==> src/rtl/rc5_pkg.sv <==
// rc5_pkg: shared RC5-16 parameters, types and engine state encoding
package rc5_pkg;
  localparam int W = 16;
  localparam int LGW = 4;
  localparam int MAX_ROUNDS = 12;
  localparam int T = 2 * (MAX_ROUNDS + 1);
  localparam logic [W-1:0] P = 16'hb7e1;
  localparam logic [W-1:0] Q = 16'h9e37;
  typedef logic [W-1:0] word_t;
  typedef logic [2*W-1:0] block_t;
  typedef enum logic [1:0] {IDLE, ROUND, FINAL, DONE} state_t;
endpackage

==> src/rtl/rc5_rotr.sv <==
// rc5_rotr: combinational W-bit barrel rotate-right by an LGW-bit amount
module rc5_rotr import rc5_pkg::*; (
  input  logic [W-1:0]   x,
  input  logic [LGW-1:0] n,
  output logic [W-1:0]   y
);
  // a zero amount makes the left shift W wide, which yields 0 and keeps x intact
  assign y = (x >> n) | (x << ((LGW + 1)'(W) - {1'b0, n}));
endmodule

==> src/rtl/rc5_decrypt.sv <==
// rc5_decrypt: iterative RC5-16/r/16 decryption, one full round per cycle
module rc5_decrypt import rc5_pkg::*; (
  input  logic             clk,
  input  logic             rst,
  input  logic             key_ready,
  input  logic [W-1:0]     sub [0:T-1],
  input  logic [4:0]       num_rounds,
  input  logic             in_valid,
  output logic             in_ready,
  input  logic [2*W-1:0]   ct,
  output logic             out_valid,
  input  logic             out_ready,
  output logic [2*W-1:0]   pt,
  output logic             err
);
  state_t state, state_nx;
  word_t a, b, bd, ad, rb, ra, bn, an;
  logic [4:0] i;
  logic accept;
  assign accept = in_valid && in_ready;
  assign bd = b - sub[{i[3:0], 1'b1}];
  assign ad = a - sub[{i[3:0], 1'b0}];
  rc5_rotr u_rot_b (.x(bd), .n(a[LGW-1:0]), .y(rb));
  assign bn = rb ^ a;
  // A's half-round uses the freshly computed B
  rc5_rotr u_rot_a (.x(ad), .n(bn[LGW-1:0]), .y(ra));
  assign an = ra ^ bn;
  always_ff @(posedge clk) state <= rst ? IDLE : state_nx;
  always_comb begin
    state_nx = state;
    case (state)
      IDLE:  state_nx = !accept ? IDLE : num_rounds > 5'(MAX_ROUNDS) ? DONE : num_rounds == 5'd0 ? FINAL : ROUND;
      ROUND: state_nx = !key_ready ? IDLE : i == 5'd1 ? FINAL : ROUND;
      FINAL: state_nx = key_ready ? DONE : IDLE;
      DONE:  state_nx = out_ready ? IDLE : DONE;
      default: state_nx = IDLE;
    endcase
  end
  always_comb begin
    in_ready = state == IDLE && key_ready && !rst;
    out_valid = state == DONE;
  end
  always_ff @(posedge clk) begin
    if (rst) begin
      a <= '0;
      b <= '0;
      i <= '0;
      pt <= '0;
      err <= 1'b0;
    end else if (accept) begin
      a <= ct[W-1:0];
      b <= ct[2*W-1:W];
      i <= num_rounds;
      if (num_rounds > 5'(MAX_ROUNDS)) begin
        pt <= '0;
        err <= 1'b1;
      end
    end else if (state == ROUND && key_ready) begin
      a <= an;
      b <= bn;
      i <= i - 5'd1;
    end else if (state == FINAL && key_ready) begin
      pt <= {b - sub[1], a - sub[0]};
      err <= 1'b0;
    end
  end
endmodule

==> config.mk <==
export PLATFORM = sky130hd
export DESIGN_NAME = rc5_decrypt
export DESIGN_NICKNAME = d
export VERILOG_FILES = /design/src/rtl/rc5_pkg.sv /design/src/rtl/rc5_rotr.sv /design/src/rtl/rc5_decrypt.sv
export SDC_FILE = /design/constraint.sdc
export NUM_CORES = 1
export LEC_CHECK = 0
export BUFFER_PORTS_ARGS = -buffer_cell sky130_fd_sc_hd__buf_2
export CAP_MARGIN = 15
export CORE_UTILIZATION = 30
export DETAILED_ROUTE_END_ITERATION = 12
export SETUP_SLACK_MARGIN = 0.5
export SLEW_MARGIN = 10
export SYNTH_ARGS = -nofsm -noshare
export SYNTH_HDL_FRONTEND = slang
export SYNTH_SLANG_ARGS = --single-unit
==> constraint.sdc <==
create_clock -name clk -period 11.5 [get_ports clk]
set_clock_uncertainty 0.2 [all_clocks]
set_input_delay 1.15 -clock clk [delete_from_list [all_inputs] [get_ports clk]]
set_output_delay 1.15 -clock clk [all_outputs]
set_load 0.005 [all_outputs]
After elaboration in Yosys (flattened, before gate mapping) --
Index checks and enable logic that the tools add are counted.
Operators by class: add/sub/neg operators 7, multipliers 0, divide/modulo/power cells 0, $lt $le $gt $ge 3, equal/unequal tests 6, shift operators 4, muxes and demuxes 28, bitwise logic cells 6, reduce and logical (&&, ||, !) cells 11
Operators with widths (count):
- $bmux 16 s5 | 2
- $mux 16 | 8
- $mux 32 | 4
- $sub 16x16->16 | 4
- $or 16x16->16 | 2
- $shl 16x5->16 | 2
- $shr 16x4->16 | 2
- $xor 16x16->16 | 2
- $mux 2 | 7
- $ge 6x6->1 const B | 2
- $not 5->6 | 2
- $mux 5 | 2
- $sub 5x4->5 const A | 2
- $pmux 2 s4 | 1
- $eq 5x1->1 const B | 1
- $gt 5x4->1 const B | 1
- $logic_and 1x1->1 | 5
- $logic_not 5->1 | 1
- $sub 5x1->5 const B | 1
- $eq 2x2->1 const B | 2
- $mux 1 | 4
- $reduce_bool 2->1 | 2
- $reduce_and 3->1 | 1
- $eq 2x1->1 const B | 1
- 4 further kinds | 4
Storage, ports and cells: flip-flop bits (word level) 72, bits in latches 0, RAM bits 0, bits in read-only memories 0, input bits 458, output and inout bits 35, logic and storage cells 71, memories kept 0

Longest topological paths before layout --
word-level depth 14, depth in mapped cells 30, depth with buffers taken out 24

By module --
From an unflattened synthesis, not the netlist that was laid out.
Unflattened totals: cells, all modules 1376, area total of the unflattened synthesis 12513.3 µm²
By module, submodules not included:
- rc5_decrypt | instances 1, cells each 1046, area an instance 9375.2 µm², sequential area each 1441.4 µm²
- rc5_rotr | instances 2, cells each 165, area an instance 1569.0 µm², sequential area each 0.0 µm²

Least setup slack after synthesis --
OpenSTA, ideal clock, no wires.
kind flip-flop to flip-flop, start point reg i[0], end point reg a[9], setup time 0.134 ns, data arrival time 7.603 ns, data required time 11.166 ns, setup slack 3.564 ns, cell stages (with the launch flop) 31, path buffers 8, clock period less this slack 7.936 ns, path through dfxtp_1 > buf_2 > buf_1 > buf_1 > mux4_2 > a221oi_1 > a31oi_1 > ha_1 > fa_1 > nand2b_1 > a211oi_2 > o2111a_1 > a211oi_2 > mux2_2 > o211a_2 > nor4_2 > nor2_4 > inv_2 > buf_6 > buf_2 > buf_2 > ha_1 > buf_1 > xor2_2 > buf_2 > nor2_1 > a2111oi_0 > a211oi_1 > a211o_1 > xnor2_1 > o22ai_1
On the way: cells in the longest elaborated chain, start to end 14, elaborated cells on any way between the ends 21, those cells by class add/sub (3); shift (4); mux (8); bitwise (6)
RTL lines:
- start, declared | line rc5_decrypt.sv:18 | logic [4:0] i;
- start signal, assigned | line rc5_decrypt.sv:53 | i <= num_rounds;
- start signal, assigned | line rc5_decrypt.sv:61 | i <= i - 5'd1;
- $not 5->6 (not written as such) | line rc5_decrypt.sv:21 | assign bd = b - sub[{i[3:0], 1'b1}];
- $bmux 16 s5 | line rc5_decrypt.sv:21
- $mux 16 (not written as such) (2 in a row) | line rc5_decrypt.sv:21
- $sub 16x16->16 | line rc5_decrypt.sv:21
- $shl 16x5->16 or $shr 16x4->16 (tied branches) | line rc5_rotr.sv:8 | assign y = (x >> n) | (x << ((LGW + 1)'(W) - {1'b0, n}));
- $or 16x16->16 | line rc5_rotr.sv:8
- $xor 16x16->16 | line rc5_decrypt.sv:24 | assign bn = rb ^ a;
- $sub 5x4->5 | line rc5_rotr.sv:8
- $shl 16x5->16 | line rc5_rotr.sv:8
- $or 16x16->16 | line rc5_rotr.sv:8
- $xor 16x16->16 * | line rc5_decrypt.sv:27 | assign an = ra ^ bn;
- $mux 16 * | line rc5_decrypt.sv:58 | end else if (state == ROUND && key_ready) begin
- $mux 16 * | line rc5_decrypt.sv:50 | end else if (accept) begin
- end signal, assigned | line rc5_decrypt.sv:51 | a <= ct[W-1:0];
- end signal, assigned | line rc5_decrypt.sv:59 | a <= an;
- end, declared | line rc5_decrypt.sv:17 | word_t a, b, bd, ad, rb, ra, bn, an;
Every way passes the cells marked *; elsewhere a longest branch is shown, timed or not. The select of a mux whose other input is x is not followed. A chain may end at the register's enable or synchronous reset.

Final worst setup path --
start point reg i[0], end point reg a[14]
Same word-level chain as after synthesis.

==> flow_summary.json <==
{
  "status": "completed",
  "antenna_found_initial": 24,
  "cts_max_level": 3,
  "endpoint_kind": "flop",
  "drive_gt1_share_pct": 37.5,
  "setup_ws_ns": 2.46,
  "io_pins": 493,
  "r2r_slack_ns": 2.46,
  "postCtsSetupRepairBufs": 0,
  "die_y_um": 203,
  "powerDensity_nw_per_um2": 174,
  "clk_pin_slew_ns": 0.07,
  "drc_errors": 0,
  "root_buffer": "clkbuf_16",
  "async_flop_share_pct": 0,
  "die_width_um": 203,
  "holdCritPathClass": "flop to flop",
  "drt_first_iter_violations": 1503,
  "fin_crit_sh_pct": 78.6,
  "rsz0062_at_grt": "false",
  "ys_warn_count": 0,
  "yosys-top-cells-area": "mux4_2, dfxtp_1, ha_1, nand2_1, a21oi_1",
  "arrival_ns": 9.07,
  "port_buffers": 492,
  "insertion_delay_ns": 0.37,
  "grt_pass1_wl_mm": 101,
  "cp_max_fo": 46,
  "crit_start": "i[0]",
  "synth_cell_type_count": 88,
  "ant_nets": 0,
  "peakVddDrop_uv": 93.4,
  "r2r_start": "i[0]",
  "required_ns": 11.53,
  "clock_path_buffers": 2,
  "start_util_pct": 30.5,
  "fin_tns_setup_ns": 0,
  "min_period_ns": 9.04,
  "core_area_sq_um": 39800,
  "crit_end": "a[14]",
  "synth_top_area_cell": "mux4_2",
  "wirelength_mm": 71.8,
  "cts_tree": "done",
  "dr.pass1.iters": 5,
  "crit_chain": "buf_4 -> mux4_2 -> nand2_1 -> a31oi_1 -> ha_1 -> fa_1 -> nand2b_1 -> a211oi_2 -> o211ai_2 -> mux2i_1 -> nor2_1 -> a2111oi_2 -> nor4_2 -> nor2_4 -> inv_2 -> ha_1 -> xor2_2 -> mux2_2 -> mux2i_1 -> mux2i_1 -> a222oi_1 -> xor2_1 -> o22ai_1",
  "syn_area_sq_um": 12100,
  "setup_violations": 0,
  "clock_sinks": 72,
  "gr-usage-all-layers_pct": 34.0,
  "worst_pin_slew_ns": 0.974,
  "grt-ovfl-total": 0,
  "yosysTopAreaCellShare_pct": 20.0,
  "timing.fmax_ghz": 0.111,
  "synth_flop_cell": "dfxtp_1",
  "via_per_inst": 6.08,
  "r2r_end": "a[14]",
  "row_count": 73,
  "synth.yosys.seq_area_share_pct": 11.9,
  "finalNonFillerCells": 2444,
  "postCtsHoldBufs": 0,
  "yosys-top-cells-count": "nand2_1, a21oi_1, mux4_2",
  "critPathKind": "flop to flop",
  "path_depth": 23,
  "dpl.cell_count": 2413,
  "hold_viol_final": 0,
  "ys_seq_elements": 72,
  "syn_nets": 2013,
  "synth_edf_count": 0,
  "cts-resized-gates": 0,
  "finalPower_w": 0.00268,
  "syn_area_per_cell_sq_um": 8.19,
  "critPathTopFamily": "multiplexers",
  "grt_max_degree": 61,
  "post-dp-hpwl_mm": 59.7,
  "vias": 14900,
  "gp_congestion": 1.06,
  "slowest_stage": "dfxtp_4",
  "drv_slew": 0,
  "cap_violations": 0,
  "syn_inst": 1483,
  "cp_common_cell": "mux2i_1",
  "cts_buffers": 9,
  "grt_pass1_vias": 14300,
  "p_leak_nw": 6.77,
  "yosysMostFrequentCell": "nand2_1",
  "critPathLaunchType": "flop",
  "slowest_delay_ns": 0.88,
  "worst_slew_margin_rel_pct": 34.8,
  "place_ws_ns": 2.41,
  "fill_cells": 4277,
  "area_delta_synth_final_pct": 26.4,
  "r2r_cells": 23,
  "nets": 2429,
  "die_area_sq_um": 41300,
  "whs_ns": 0.265,
  "wl_per_cell_um": 29.4,
  "crit_buf_inv": 2
}
## through the flow
step | instance area, sq um | utilization, %
3_5_place_dp | 15000 | 37.7
3_3_place_gp | 15000 | 37.7
2_1_floorplan | 12100 | -
5_1_grt | 15300 | 38.5
4_1_cts | 15300 | 38.5
6_report | 15300 | 38.5
## placed cells by master, fill, tap and decap left out, types with 18 or more instances in the layout
master,count
mux2i_1,40
buf_2,491
a21oi_1,116
a21o_1,18
nand3_1,33
buf_4,24
xnor2_1,46
xor2_1,35
a31oi_1,20
a211oi_1,26
nand2_1,181
dfxtp_1,69
a22oi_1,32
inv_1,63
ha_1,68
nor2_1,106
mux4_2,108
a221oi_1,35
o21ai_0,67
o22ai_1,23
a31o_2,27
nor3_1,23
## power by group
part	switching (W)	total (W)	internal, W
Sequential	0.0000391	0.000302	0.000263
Clock	0.000137	0.000314	0.000176
Combinational	0.00125	0.00206	0.000812
Total	0.00142	0.00268	0.00125
## layout make-up
| type | count | area (sq um) | area share, % |
|---|---|---|---|
| antenna | 15 | 37.5 | 0.245 |
| clock buffer | 11 | 243 | 1.58 |
| clock inverter | 5 | 65.1 | 0.424 |
| inverter | 71 | 272 | 1.77 |
| multi-input combinational | 1230 | 9990 | 65.1 |
| sequential | 72 | 1450 | 9.45 |
| tap | 525 | 657 | 4.28 |
| timing repair buffer | 515 | 2640 | 17.2 |
## worst register-to-register path, cell delays in order, from the launching register on
cell	delay (ns)
dfxtp_4	0.88
buf_4	0.46
mux4_2	0.54
nand2_1	0.08
a31oi_1	0.16
ha_1	0.29
fa_1	0.46
nand2b_1	0.20
a211oi_2	0.45
o211ai_2	0.21
mux2i_1	0.57
nor2_1	0.15
a2111oi_2	0.43
nor4_2	0.14
nor2_4	0.59
inv_2	0.51
ha_1	0.51
xor2_2	0.72
mux2_2	0.44
mux2i_1	0.20
mux2i_1	0.12
a222oi_1	0.32
xor2_1	0.19
o22ai_1	0.09
## flip-flops by register name, summed over array words and instances, names as in the netlist
register  cells
i             5
a            16
state         2
pt           32
err           1
b            16
## logic make-up (layout without fill, tap and decap cells)
kind of cell	Yosys count	in the layout	share of synthesized area, %
multiplexers	163	163	24.7
AND/OR/NAND/NOR	429	429	15.9
adder cells (fa/ha/maj)	72	72	7.66
flip-flops	72	72	11.9
XOR/XNOR	85	85	6.47
other	0	15	0
AO/OA/AOI/OAI	481	481	27.4
buffers and inverters	181	602	5.96
## how the worst min path moves through the flow
| stage | endpoint | start | slack [ns] | cells after the start |
|---|---|---|---|---|
| after floorplan | err | err | 0.25 | 2 |
| after global placement | pt[11] | pt[11] | 0.25 | 2 |
| after detailed placement | pt[29] | pt[29] | 0.25 | 2 |
| after CTS | pt[7] | pt[7] | 0.26 | 2 |
| after global routing | pt[7] | pt[7] | 0.29 | 2 |
| final | pt[13] | pt[13] | 0.26 | 2 |
## per-layer routing
| layer | GRT usage [%] | wire length, um |
|---|---|---|
| met5 | 0 | 62 |
| met4 | 11.1 | 2030 |
| met3 | 6.47 | 6320 |
| met2 | 54.0 | 33300 |
| met1 | 46.3 | 30100 |
No activity file was read; power rests on OpenSTA's default activity.
